`src/rtl/serial_word_collector_if.sv`:
```
// Serial-in / word-out handshake bundle for serial_word_collector.
// The slave modport is the collector; the master modport is the bit producer plus the word consumer.
interface serial_word_collector_if #(
    parameter int unsigned DW = 4
) ();
    logic          ser_in;
    logic          ser_vld;
    logic          ser_rdy;
    logic [DW-1:0] word_out;
    logic          word_vld;
    logic          word_rdy;

    modport master (
        output ser_in, ser_vld, word_rdy,
        input  ser_rdy, word_out, word_vld
    );

    modport slave (
        input  ser_in, ser_vld, word_rdy,
        output ser_rdy, word_out, word_vld
    );
endinterface

```
`src/rtl/serial_word_collector.sv`:
```
// Reassembles a serial bit stream into DW-bit words (MSB- or LSB-first) and queues them in a
// 2-entry FIFO. When the FIFO is full, the last bit of a word is held off.
module serial_word_collector #(
    parameter int unsigned DW = 4
) (
    input  logic                  clk,
    input  logic                  rst,
    input  logic                  enb,
    input  logic                  clr,
    input  logic                  lsb_first,
    output logic                  busy,
    serial_word_collector_if.slave bus
);
    localparam int unsigned CW = $clog2(DW);
    localparam logic [CW-1:0] LAST = CW'(DW - 1);

    typedef enum logic [1:0] {IDLE, SHIFT, WAIT} state_t;

    state_t        state, state_nxt;
    logic [CW-1:0] cnt, cnt_nxt;
    logic [DW-1:0] shreg, shreg_nxt, word_asm;
    logic [1:0]    fifo_cnt, fifo_cnt_nxt;
    logic [DW-1:0] mem [2];
    logic          rd_ptr, wr_ptr;
    logic          ser_rdy_c, accept, push, pop;

    // Handshake and datapath decode
    always_comb begin
        word_asm  = lsb_first ? {bus.ser_in, shreg[DW-1:1]} : {shreg[DW-2:0], bus.ser_in};
        ser_rdy_c = enb && (state != WAIT);
        accept    = enb && bus.ser_vld && ser_rdy_c && !clr;
        push      = accept && (cnt == LAST);
        pop       = (fifo_cnt != 2'd0) && bus.word_rdy;
    end

    assign bus.ser_rdy  = ser_rdy_c;
    assign bus.word_vld = (fifo_cnt != 2'd0);
    assign bus.word_out = mem[rd_ptr];
    assign busy         = (cnt != '0);

    // Next-state: counter, shifter, FIFO occupancy and FSM state
    always_comb begin
        cnt_nxt      = cnt;
        shreg_nxt    = shreg;
        fifo_cnt_nxt = fifo_cnt;
        state_nxt    = state;

        if (clr) begin
            cnt_nxt   = '0;
            shreg_nxt = '0;
        end else if (accept) begin
            shreg_nxt = word_asm;
            cnt_nxt   = push ? '0 : cnt + CW'(1);
        end

        if (push && !pop) begin
            fifo_cnt_nxt = fifo_cnt + 2'd1;
        end else if (pop && !push) begin
            fifo_cnt_nxt = fifo_cnt - 2'd1;
        end

        // A word stalls on its last bit only while both FIFO slots are occupied
        if (cnt_nxt == '0) begin
            state_nxt = IDLE;
        end else if ((cnt_nxt == LAST) && (fifo_cnt_nxt == 2'd2)) begin
            state_nxt = WAIT;
        end else begin
            state_nxt = SHIFT;
        end
    end

    always_ff @(posedge clk) begin
        if (rst) begin
            state    <= IDLE;
            cnt      <= '0;
            shreg    <= '0;
            fifo_cnt <= 2'd0;
            rd_ptr   <= 1'b0;
            wr_ptr   <= 1'b0;
            mem[0]   <= '0;
            mem[1]   <= '0;
        end else begin
            state    <= state_nxt;
            cnt      <= cnt_nxt;
            shreg    <= shreg_nxt;
            fifo_cnt <= fifo_cnt_nxt;
            if (push) begin
                mem[wr_ptr] <= word_asm;
                wr_ptr      <= ~wr_ptr;
            end
            if (pop) begin
                rd_ptr <= ~rd_ptr;
            end
        end
    end
endmodule

```
`src/flat_wrapper.sv`:
```
// flat-port wrapper written by rule: the top's interface ports become plain ports
module serial_word_collector_flat 
#(
    parameter int unsigned DW = 4
)
  (clk, rst, enb, clr, lsb_first, busy, bus_ser_in, bus_ser_vld, bus_word_rdy, bus_ser_rdy, bus_word_out, bus_word_vld);
  serial_word_collector_if #(.DW(DW)) bus_i ();
  input  logic clk;
  input  logic rst;
  input  logic enb;
  input  logic clr;
  input  logic lsb_first;
  output logic busy;
  input wire logic [$bits(bus_i.ser_in)-1:0] bus_ser_in;
  input wire logic [$bits(bus_i.ser_vld)-1:0] bus_ser_vld;
  input wire logic [$bits(bus_i.word_rdy)-1:0] bus_word_rdy;
  output wire logic [$bits(bus_i.ser_rdy)-1:0] bus_ser_rdy;
  output wire logic [$bits(bus_i.word_out)-1:0] bus_word_out;
  output wire logic [$bits(bus_i.word_vld)-1:0] bus_word_vld;
  assign bus_i.ser_in = bus_ser_in;
  assign bus_i.ser_vld = bus_ser_vld;
  assign bus_i.word_rdy = bus_word_rdy;
  assign bus_ser_rdy = bus_i.ser_rdy;
  assign bus_word_out = bus_i.word_out;
  assign bus_word_vld = bus_i.word_vld;
  serial_word_collector #(.DW(DW)) u_core (.clk(clk), .rst(rst), .enb(enb), .clr(clr), .lsb_first(lsb_first), .busy(busy), .bus(bus_i));
endmodule
```
`config.mk`:
```
export PLATFORM = sky130hd
export DESIGN_NAME = serial_word_collector_flat
export DESIGN_NICKNAME = d
export VERILOG_FILES = /design/src/rtl/serial_word_collector_if.sv /design/src/rtl/serial_word_collector.sv /design/src/flat_wrapper.sv
export SDC_FILE = /design/constraint.sdc
export NUM_CORES = 1
export LEC_CHECK = 0
export CAP_MARGIN = 20
export CORE_MARGIN = 2
export CORE_UTILIZATION = 50
export DETAILED_ROUTE_END_ITERATION = 10
export GPL_ROUTABILITY_DRIVEN = 0
export PLACE_DENSITY = 0.84
export SYNTH_ARGS = -nofsm -noshare
export SYNTH_HDL_FRONTEND = slang
export SYNTH_SLANG_ARGS = --single-unit
export TNS_END_PERCENT = 100
```
`constraint.sdc`:
```
create_clock -name clk -period 3.4 [get_ports clk]
set_input_delay 0.68 -clock clk [delete_from_list [all_inputs] [get_ports clk]]
set_output_delay 0.68 -clock clk [all_outputs]
set_load 0.01 [all_outputs]
```
==> results.md, run 1 <==
- Max Root-Sink Buffers: 2
- Post-Route Skew: 0.00414 ns
- Xor/xnor cell area share of the yosys netlist: 3.58%
- Most common cell after layout, fill and taps aside: nor2_1
- Final-stage net count: 132
- Number of antenna-violating nets in the routed design: 0
- Final TNS setup: 0 ns
- Share of the yosys chip area belonging to registers: 44.8%
- Total core area: 2170 µm²
- Setup repair after global routing missed its margin: no
- Number of buffers added to fix hold violations after cts: 0
- Maximum fanout along the worst path: 3
- Instance count of the mapped netlist: 107
- Combinational family with the most area after synthesis: simple AND/OR/NAND/NOR gates
- Post-Route Utilization: 59.6%
- Fraction of layout cells with a size suffix above 1: 17.5%
- Setup crit start kind: primary input
- Mux cell area share after synthesis: 7.61%
- Highest routed metal layer: met4
- Diodes inserted: 0
- Overflow after GRT: 0
- Slew at the pin closest to its max-slew limit: 0.451 ns
- Final number of max-transition violations: 0
- Commonest cells after routing, fill and taps aside: nor2_1, clkdlybuf4s50_1, dfxtp_1
- Die span in y: 51.3 µm
- TritonCTS Buffers: 3
- Worst supply voltage drop on vdd: 0.318 mV
- Critical Path End Type: primary output
- Final-report setup violation count: 0
- Count of standard-cell rows: 17
- Count of routing violations after the opening detailed-route iteration: 10
- Post-DP HPWL: 1410 µm
- Peak Freq: 394 MHz
- Global-route wire length before repair: 3240 µm
- Post-synthesis compound-gate area fraction: 14.1%
- Hold Violations, Final: 0
- Number of vias after detailed routing: 809
- Predominant post-synthesis flop cell: dfxtp_1
- Pin count of the biggest net entering global routing: 13
- Count of input and output buffers: 14
- Fraction of synthesis flops using an asynchronous set or reset pin: 0%
- Clock-pin slew of the registers on the worst-case setup and hold paths: 0.11 ns
- Hold Path Cell Cnt: 2
- Post-cts repair resize count: 0
- Worst-case headroom to the max-slew limit: 69.8%
- Full die area: 2630 µm²
- Post-CTS Setup Inserts: 0
- Count of state elements after synthesis: 21
- Count of max-cap constraint violations: 0
- Met3 wirelength from detailed routing: 45 µm
- Cells on worst reg2reg path: 6
- Post-route DRC violation count: 0
- Clock latency reported for the late side of the worst-skew pair: 0.29 ns
- Launching point of the worst reg2reg path: u_core.fifo_cnt[1]
- Post-detailed-route via-to-cell ratio: 5.47
- YS warnings: 0
- Clock sink total: 21
- Horizontal die dimension: 51.3 µm
- Arrival time at the worst endpoint: 1.86 ns
- Worst reg-to-reg setup slack: 1.57 ns
- Clock tree from TritonCTS: done
- Static Leakage: 0.464 nW
- Net count after synthesis: 118
- Worst min-delay path startpoint: u_core.shreg[0]
- Master cell of the clock root buffer: clkbuf_4
- Cell types with the largest area share after synthesis: dfxtp_1, edfxtp_1, nor2_1
- I/O pins: 15
- Post-detailed-route wirelength per cell: 12.1 µm
- Effective utilization at floorplan: 51.5%
- Average cell area after synthesis: 10.4 µm²
- Synth Area in Adders: 3.36%
- Mapped Area: 1120 µm²
- Power density relative to cell area: 472 nW/µm²
- Shortest clock period the worst path allows after layout: 2.54 ns
- CP Class: primary input to primary output
- Number of enable flip-flop cells after synthesis: 8
- Library cell with the largest summed area after synthesis: dfxtp_1
- Fillers: 195
- Total routed wirelength: 1780 µm
- Outcome: completed
- Worst hold-check path type: flip-flop to flip-flop
- Number of distinct library cells after synthesis: 42
- Routed length on met1: 767 µm
- Total track usage: 15.8%
- Post-synthesis share of cell area spent on and, or, nand and nor gates: 21.7%
- CTS H-tree lvls: 1
- Crit share post-route: 74.6%
- Router iterations before antenna repair: 4
- Number of antenna violations at the first check in global routing: 0
- Routed wl met2: 966 µm
- Endpoint of the worst register-to-register path: u_core.fifo_cnt[1]
- Hold worst-path end: u_core.shreg[0]
- Yosys top cell area share: 23.3%
- Vias in the first global route: 796
- Area added between synthesis and finish: 15.7%
- Worst EP required: 2.72 ns
==> worst max path at each step <==
stage | startpoint | endpoint | slack, ns | cells past startpoint
2_1_floorplan | bus_ser_vld | u_core.mem[0][0] | 1.63 | 3
3_3_place_gp | enb | bus_ser_rdy | 0.89 | 3
3_5_place_dp | enb | bus_ser_rdy | 0.86 | 3
4_1_cts | enb | bus_ser_rdy | 0.85 | 3
5_1_grt | enb | bus_ser_rdy | 0.80 | 3
6_report | enb | bus_ser_rdy | 0.86 | 3
==> cell type report <==
type	count	area [µm²]	area share [%]
multi-input cells	74	563	43.6
flip-flops and latches	21	500	38.7
repair buffers	14	140	10.8
well taps	28	35.0	2.71
inverters	7	26.3	2.03
clock buffers	3	22.5	1.74
clock inverters	1	5.00	0.387
==> layer usage <==
layer | GRT usage [%] | vias to the layer above
met5 | 0 | -
met4 | 3.95 | 0
met1 | 18.2 | 382
met3 | 2.63 | 2
li1 | - | 413
met2 | 30.1 | 12
==> registers in the layout (all words and copies together), names as in the netlist, named ones only <==
register	count
u_core.mem	8
u_core.shreg	4
u_core.cnt	2
u_core.fifo_cnt	2
u_core.state	2
u_core.rd_ptr	1
u_core.wr_ptr	1
==> power by group <==
part	leakage (nW)	total [mW]	internal (mW)	switching, mW
combinational	0.258	0.196	0.109	0.0872
sequential	0.188	0.300	0.283	0.0163
clock	0.0177	0.114	0.0437	0.0707
==> kinds of logic (layout without fill, tap and decap cells) <==
kind of cell	Yosys count	in the layout
and+or+nand+nor	39	39
AOI/OAI and AO/OA	21	21
DFF	21	21
buffers and inverters	12	25
muxes	8	8
adders and majority gates	3	3
xor gates and xnor gates	3	3
==> critical path, stage by stage <==
cell	delay, ns
clkdlybuf4s50_1	0.50
and2_1	0.14
clkdlybuf4s50_1	0.53
==> cells in the mapped netlist (all sizes together), types with 2 or more instances <==
library cell,count
nor2,22
dfxtp,13
edfxtp,8
inv,7
a211oi,4
a21oi,4
buf,4
mux2,4
mux2i,4
ha,3
a221oi,2
and2,2
nand2b,2
nor2b,2
nor3,2
or3,2
xnor2,2
==> through the flow <==
stage	instances	hold WS, ns	power [mW]	area (µm²)	setup WS, ns
2_1_floorplan	107	0.477	0.440	1120	1.63
3_3_place_gp	144	0.490	0.496	1260	0.891
3_5_place_dp	144	0.497	0.503	1260	0.859
4_1_cts	148	0.513	0.618	1290	0.850
5_1_grt	148	0.539	0.649	1290	0.802
6_report	148	0.509	0.610	1290	0.864
No activity file was read; power rests on OpenSTA's default activity.
==> run 2, diff against run 1 <==
- clock period: 3.4 -> 2.4 ns (I/O delays scaled with it)
==> run 2 against run 1 <==
Against the previous run: flip-flop and latch count stayed put; global-route usage is 2.2 points higher; die area stayed put; register-to-register slack worse by 0.97 ns; sequential power is 42% higher; via count is 0.12% higher; setup slack worse by 0.57 ns; clock power is 39% higher.
==> results.md, run 2 (synthesis gave the netlist of run 1 again) <==
- Global-route wire length before repair: 3590 µm
- Static Leakage: 0.466 nW
- Final number of max-transition violations: 0
- Effective utilization at floorplan: 51.5%
- Post-Route Utilization: 59.9%
- Crit share post-route: 87.8%
- Diodes inserted: 0
- Outcome: completed
- Post-detailed-route via-to-cell ratio: 5.44
- Slew at the pin closest to its max-slew limit: 0.517 ns
- Number of antenna violations at the first check in global routing: 0
- Die span in y: 51.3 µm
- Max reg flops: 8
- Count of routing violations after the opening detailed-route iteration: 20
- Total core area: 2170 µm²
- Final-stage net count: 133
- Post-route DRC violation count: 0
- Fraction of layout cells with a size suffix above 1: 17.4%
- Final-report setup violation count: 0
- Max Root-Sink Buffers: 2
- Clock sink total: 21
- Post-Route Skew: 0.00878 ns
- Clock tree from TritonCTS: done
- Fillers: 208
- I/O pins: 15
- Horizontal die dimension: 51.3 µm
- Post-cts repair resize count: 0
- Shortest clock period the worst path allows after layout: 2.11 ns
- CP Class: primary input to primary output
- Worst EP required: 1.92 ns
- Commonest cells after routing, fill and taps aside: nor2_1, clkdlybuf4s50_1, dfxtp_1
- Most common cell after layout, fill and taps aside: nor2_1
- Vias in the first global route: 889
- Maximum fanout along the worst path: 3
- Register with the highest flop count: u_core.mem
- Leading registers by flop count: u_core.mem: 8 flops, u_core.shreg: 4 flops
- Setup repair after global routing missed its margin: no
- Worst hold-check path type: flip-flop to flip-flop
- CTS H-tree lvls: 1
- Number of buffers added to fix hold violations after cts: 0
- Post-detailed-route wirelength per cell: 12.8 µm
- Total track usage: 18.0%
- Master cell of the clock root buffer: clkbuf_4
- Pin count of the biggest net entering global routing: 13
- Count of input and output buffers: 14
- Final TNS setup: 0 ns
- Count of standard-cell rows: 17
- Hold Violations, Final: 0
- Number of antenna-violating nets in the routed design: 0
- Overflow after GRT: 0
- Count of max-cap constraint violations: 0
- Number of vias after detailed routing: 810
- Total instance count after detailed placement: 145
- Total routed wirelength: 1900 µm
- Post-DP HPWL: 1540 µm
- Worst-case headroom to the max-slew limit: 65.1%
- Arrival time at the worst endpoint: 1.63 ns
- Non-filler instance count after layout: 149
- Full die area: 2630 µm²
- Area added between synthesis and finish: 16.2%
- Clock latency reported for the late side of the worst-skew pair: 0.29 ns
- Setup crit start kind: primary input
- Peak Freq: 474 MHz
- Critical Path End Type: primary output
- Router iterations before antenna repair: 4
- Post-CTS Setup Inserts: 0
- Clock-pin slew of the registers on the worst-case setup and hold paths: 0.10 ns
- TritonCTS Buffers: 3
- Worst supply voltage drop on vdd: 0.442 mV
- Power density relative to cell area: 675 nW/µm²
run 2: changes by cell type in the layout (fill, tap and decap cells not counted):
| cell | delta |
|---|---|
| clkinv_2 | -1 |
| clkbuf_1 | +1 |
| buf_4 | +1 |
run 2: worst max-delay path, cell delays in order:
cell	delay (ns)
clkdlybuf4s50_1	0.49
and2_1	0.13
clkdlybuf4s50_1	0.53
run 2: report_power, final:
group / leakage, nW / internal, mW / switching, mW
clock network: 0.0150 / 0.0645 / 0.0947
logic: 0.263 / 0.161 / 0.131
registers: 0.188 / 0.401 / 0.0241
total: 0.466 / 0.626 / 0.250
run 2: area by class of cell:
| class | count | area, µm² | area share (%) |
|---|---|---|---|
| tap | 28 | 35.0 | 2.70 |
| clock buffer | 4 | 26.3 | 2.02 |
| timing repair buffer | 15 | 148 | 11.4 |
| multi-input combinational | 74 | 563 | 43.4 |
| inverter | 7 | 26.3 | 2.02 |
| sequential | 21 | 500 | 38.5 |
run 2: worst paths after layout:
| path | startpoint | to | slack, ns | cells after the start |
|---|---|---|---|---|
| min | u_core.shreg[0] | u_core.shreg[0] | 0.51 | 2 |
| min reg2reg | u_core.shreg[0] | u_core.shreg[0] | 0.51 | 2 |
| max reg2reg | u_core.cnt[0] | u_core.state[0] | 0.60 | 5 |
| max | enb | bus_ser_rdy | 0.29 | 3 |
run 2: per-layer routing:
metal | wire length, µm | track usage [%] | up-vias
li1 | - | - | 414
met1 | 796 | 19.8 | 380
met2 | 1020 | 33.8 | 14
met3 | 66 | 3.22 | 2
met4 | 13 | 7.46 | 0
met5 | 0 | 0 | -
run 2: stage by stage:
stage | setup slack (ns) | hold slack (ns) | instance area, µm² | power, mW
final | 0.292 | 0.511 | 1300 | 0.876
after global routing | 0.202 | 0.565 | 1300 | 0.941
after CTS | 0.286 | 0.522 | 1300 | 0.881
after detailed placement | 0.171 | 0.505 | 1270 | 0.724
after global placement | 0.254 | 0.491 | 1270 | 0.711
after floorplan | 0.750 | 0.477 | 1120 | 0.623
==> run 3, diff against run 2 <==
- CORE_UTILIZATION: 50 -> 30
- CTS_BUF_LIST: unset -> sky130_fd_sc_hd__clkbuf_4 sky130_fd_sc_hd__clkbuf_8 sky130_fd_sc_hd__clkbuf_16
- PLACE_DENSITY: 0.84 -> 0.59
==> run 3 against run 2 <==
Against the previous run: first-iteration DRC count shrank 5.0%; largest cell class unchanged; design area grew 4.6%; register-to-register slack barely moved; setup slack lost 0.016 ns; highest routed layer unchanged; combinational power fell by 1%; hold slack worse by 0.0078 ns.
==> results.md, run 3 (synthesis gave the netlist of run 1 again) <==
- Outcome: completed
- Clock tree from TritonCTS: done
- Pin count of the biggest net entering global routing: 13
- Post-Route Skew: 0.00226 ns
- Post-detailed-route via-to-cell ratio: 4.75
- Final worst-path setup slack: 0.276 ns
- Maximum fanout along the worst path: 3
- I/O pins: 15
- CP startpoint: enb
- Area occupied by multi-input gates: 563 µm²
- Crit share post-route: 88.5%
- Count of routing violations after the opening detailed-route iteration: 19
- Setup repair after global routing missed its margin: no
- Count of input and output buffers: 14
- Max reg flops: 8
- Final Instance Area: 1360 µm²
- Static Leakage: 0.486 nW
- Total power: 0.935 mW
- Number of vias after detailed routing: 812
- Cell area after placement: 1310 µm²
- Most common cell after layout, fill and taps aside: nor2_1
- Crit path to: bus_ser_rdy
- Post-Route Utilization: 37.4%
- Die span in y: 65.0 µm
- Total routed wirelength: 1860 µm
- Total core area: 3630 µm²
- Leading registers by flop count: u_core.mem: 8 flops, u_core.shreg: 4 flops
- Chain of cells forming the critical path: clkdlybuf4s50_1 -> and2_1 -> clkdlybuf4s50_1
- Number of antenna-violating nets in the routed design: 0
- Peak Freq: 471 MHz
- Router iterations before antenna repair: 4
- Max Root-Sink Buffers: 2
- Horizontal die dimension: 65.0 µm
- Post-detailed-route wirelength per cell: 10.9 µm
- Master cell of the clock root buffer: clkbuf_8
- Worst hold slack across all endpoints: 0.504 ns
- Shortest clock period the worst path allows after layout: 2.12 ns
- Effective utilization at floorplan: 30.8%
- Register with the highest flop count: u_core.mem
- Commonest cells after routing, fill and taps aside: nor2_1, clkdlybuf4s50_1, dfxtp_1
- Number of antenna violations at the first check in global routing: 0
- Count of standard-cell rows: 22
- Post-cts repair resize count: 0
- Worst-case headroom to the max-slew limit: 70.5%
- Worst EP required: 1.92 ns
- Critical Path End Type: primary output
- Post-DP HPWL: 1490 µm
- Cells on worst reg2reg path: 5
- Full die area: 4230 µm²
- Launching point of the worst reg2reg path: u_core.cnt[0]
- Vias in the first global route: 805
- Worst hold-check path type: flip-flop to flip-flop
- Clock latency reported for the late side of the worst-skew pair: 0.25 ns
- Number of buffers added to fix hold violations after cts: 0
- Post-CTS Setup Inserts: 0
- Hold Path Cell Cnt: 2
- Overflow after GRT: 0
- CP Class: primary input to primary output
- Final TNS setup: 0 ns
- Non-filler instance count after layout: 171
- Slowest cell on the critical path: clkdlybuf4s50_1
- Clock sink total: 21
- Final-stage net count: 135
- Dominant delay contributor by cell family on the critical path: buffers and inverters
- Global-route wire length before repair: 3400 µm
- Area added between synthesis and finish: 21.6%
- Post-route DRC violation count: 0
- Setup WS pre-CTS: 0.160 ns
- Total track usage: 10.4%
- Dominant cell type by count on the critical path: clkdlybuf4s50_1
- Setup crit start kind: primary input
- Clock-pin slew of the registers on the worst-case setup and hold paths: 0.07 ns
- Final-report setup violation count: 0
- Count of max-cap constraint violations: 0
- Fraction of layout cells with a size suffix above 1: 19.5%
- Maximum cell stage delay along the critical path: 0.53 ns
- Number of stages on the worst setup path: 3
- Sequential standard cell area: 500 µm²
- Hold Violations, Final: 0
- Diodes inserted: 0
- Arrival time at the worst endpoint: 1.64 ns
- Total instance count after detailed placement: 167
- Fillers: 369
- Worst supply voltage drop on vdd: 0.278 mV
- Slew at the pin closest to its max-slew limit: 0.440 ns
- CTS H-tree lvls: 1
- Power density relative to cell area: 688 nW/µm²
- TritonCTS Buffers: 3
- Worst reg-to-reg setup slack: 0.59 ns
- Final number of max-transition violations: 0
- Number of buffers and inverters on the critical path: 2
- Endpoint of the worst register-to-register path: u_core.state[0]
-- run 3: cell type report --
cell class | count | area share, %
clock inverters | 1 | 0.368
repair buffers | 17 | 12.0
flip-flops and latches | 21 | 36.8
inverters | 7 | 1.93
clock buffers | 3 | 3.04
multi-input cells | 74 | 41.4
well taps | 48 | 4.42
-- run 3: worst reg2reg max path: cells and delay by family, from the launching register on --
kind / cells / cell delay, ns
and+or+nand+nor: 1 / 0.66
DFF: 1 / 0.40
adders and majority gates: 1 / 0.33
AOI/OAI and AO/OA: 2 / 0.20
buffers and inverters: 1 / 0.08
-- run 3: worst min path at each step --
stage	startpoint	endpoint	slack (ns)
after CTS	u_core.shreg[0]	u_core.shreg[0]	0.50
after floorplan	u_core.shreg[0]	u_core.shreg[0]	0.48
after global placement	u_core.shreg[3]	u_core.shreg[3]	0.49
final	u_core.shreg[0]	u_core.shreg[0]	0.50
after detailed placement	u_core.shreg[0]	u_core.shreg[0]	0.49
after global routing	u_core.rd_ptr	flip-flop	0.56
-- run 3: per-layer routing --
layer  vias up  routed length (µm)  GRT usage (%)
met2        20                 912           18.4
met4         0                  27           3.91
met3         2                  94           3.99
li1        417                   -              -
met5         -                   0              0
met1       373                 822           11.2
-- run 3: power by group --
group / total (mW) / switching (mW) / internal [mW]
logic: 0.288 / 0.125 / 0.163
clock network: 0.223 / 0.108 / 0.115
registers: 0.424 / 0.0228 / 0.401
total: 0.935 / 0.256 / 0.680
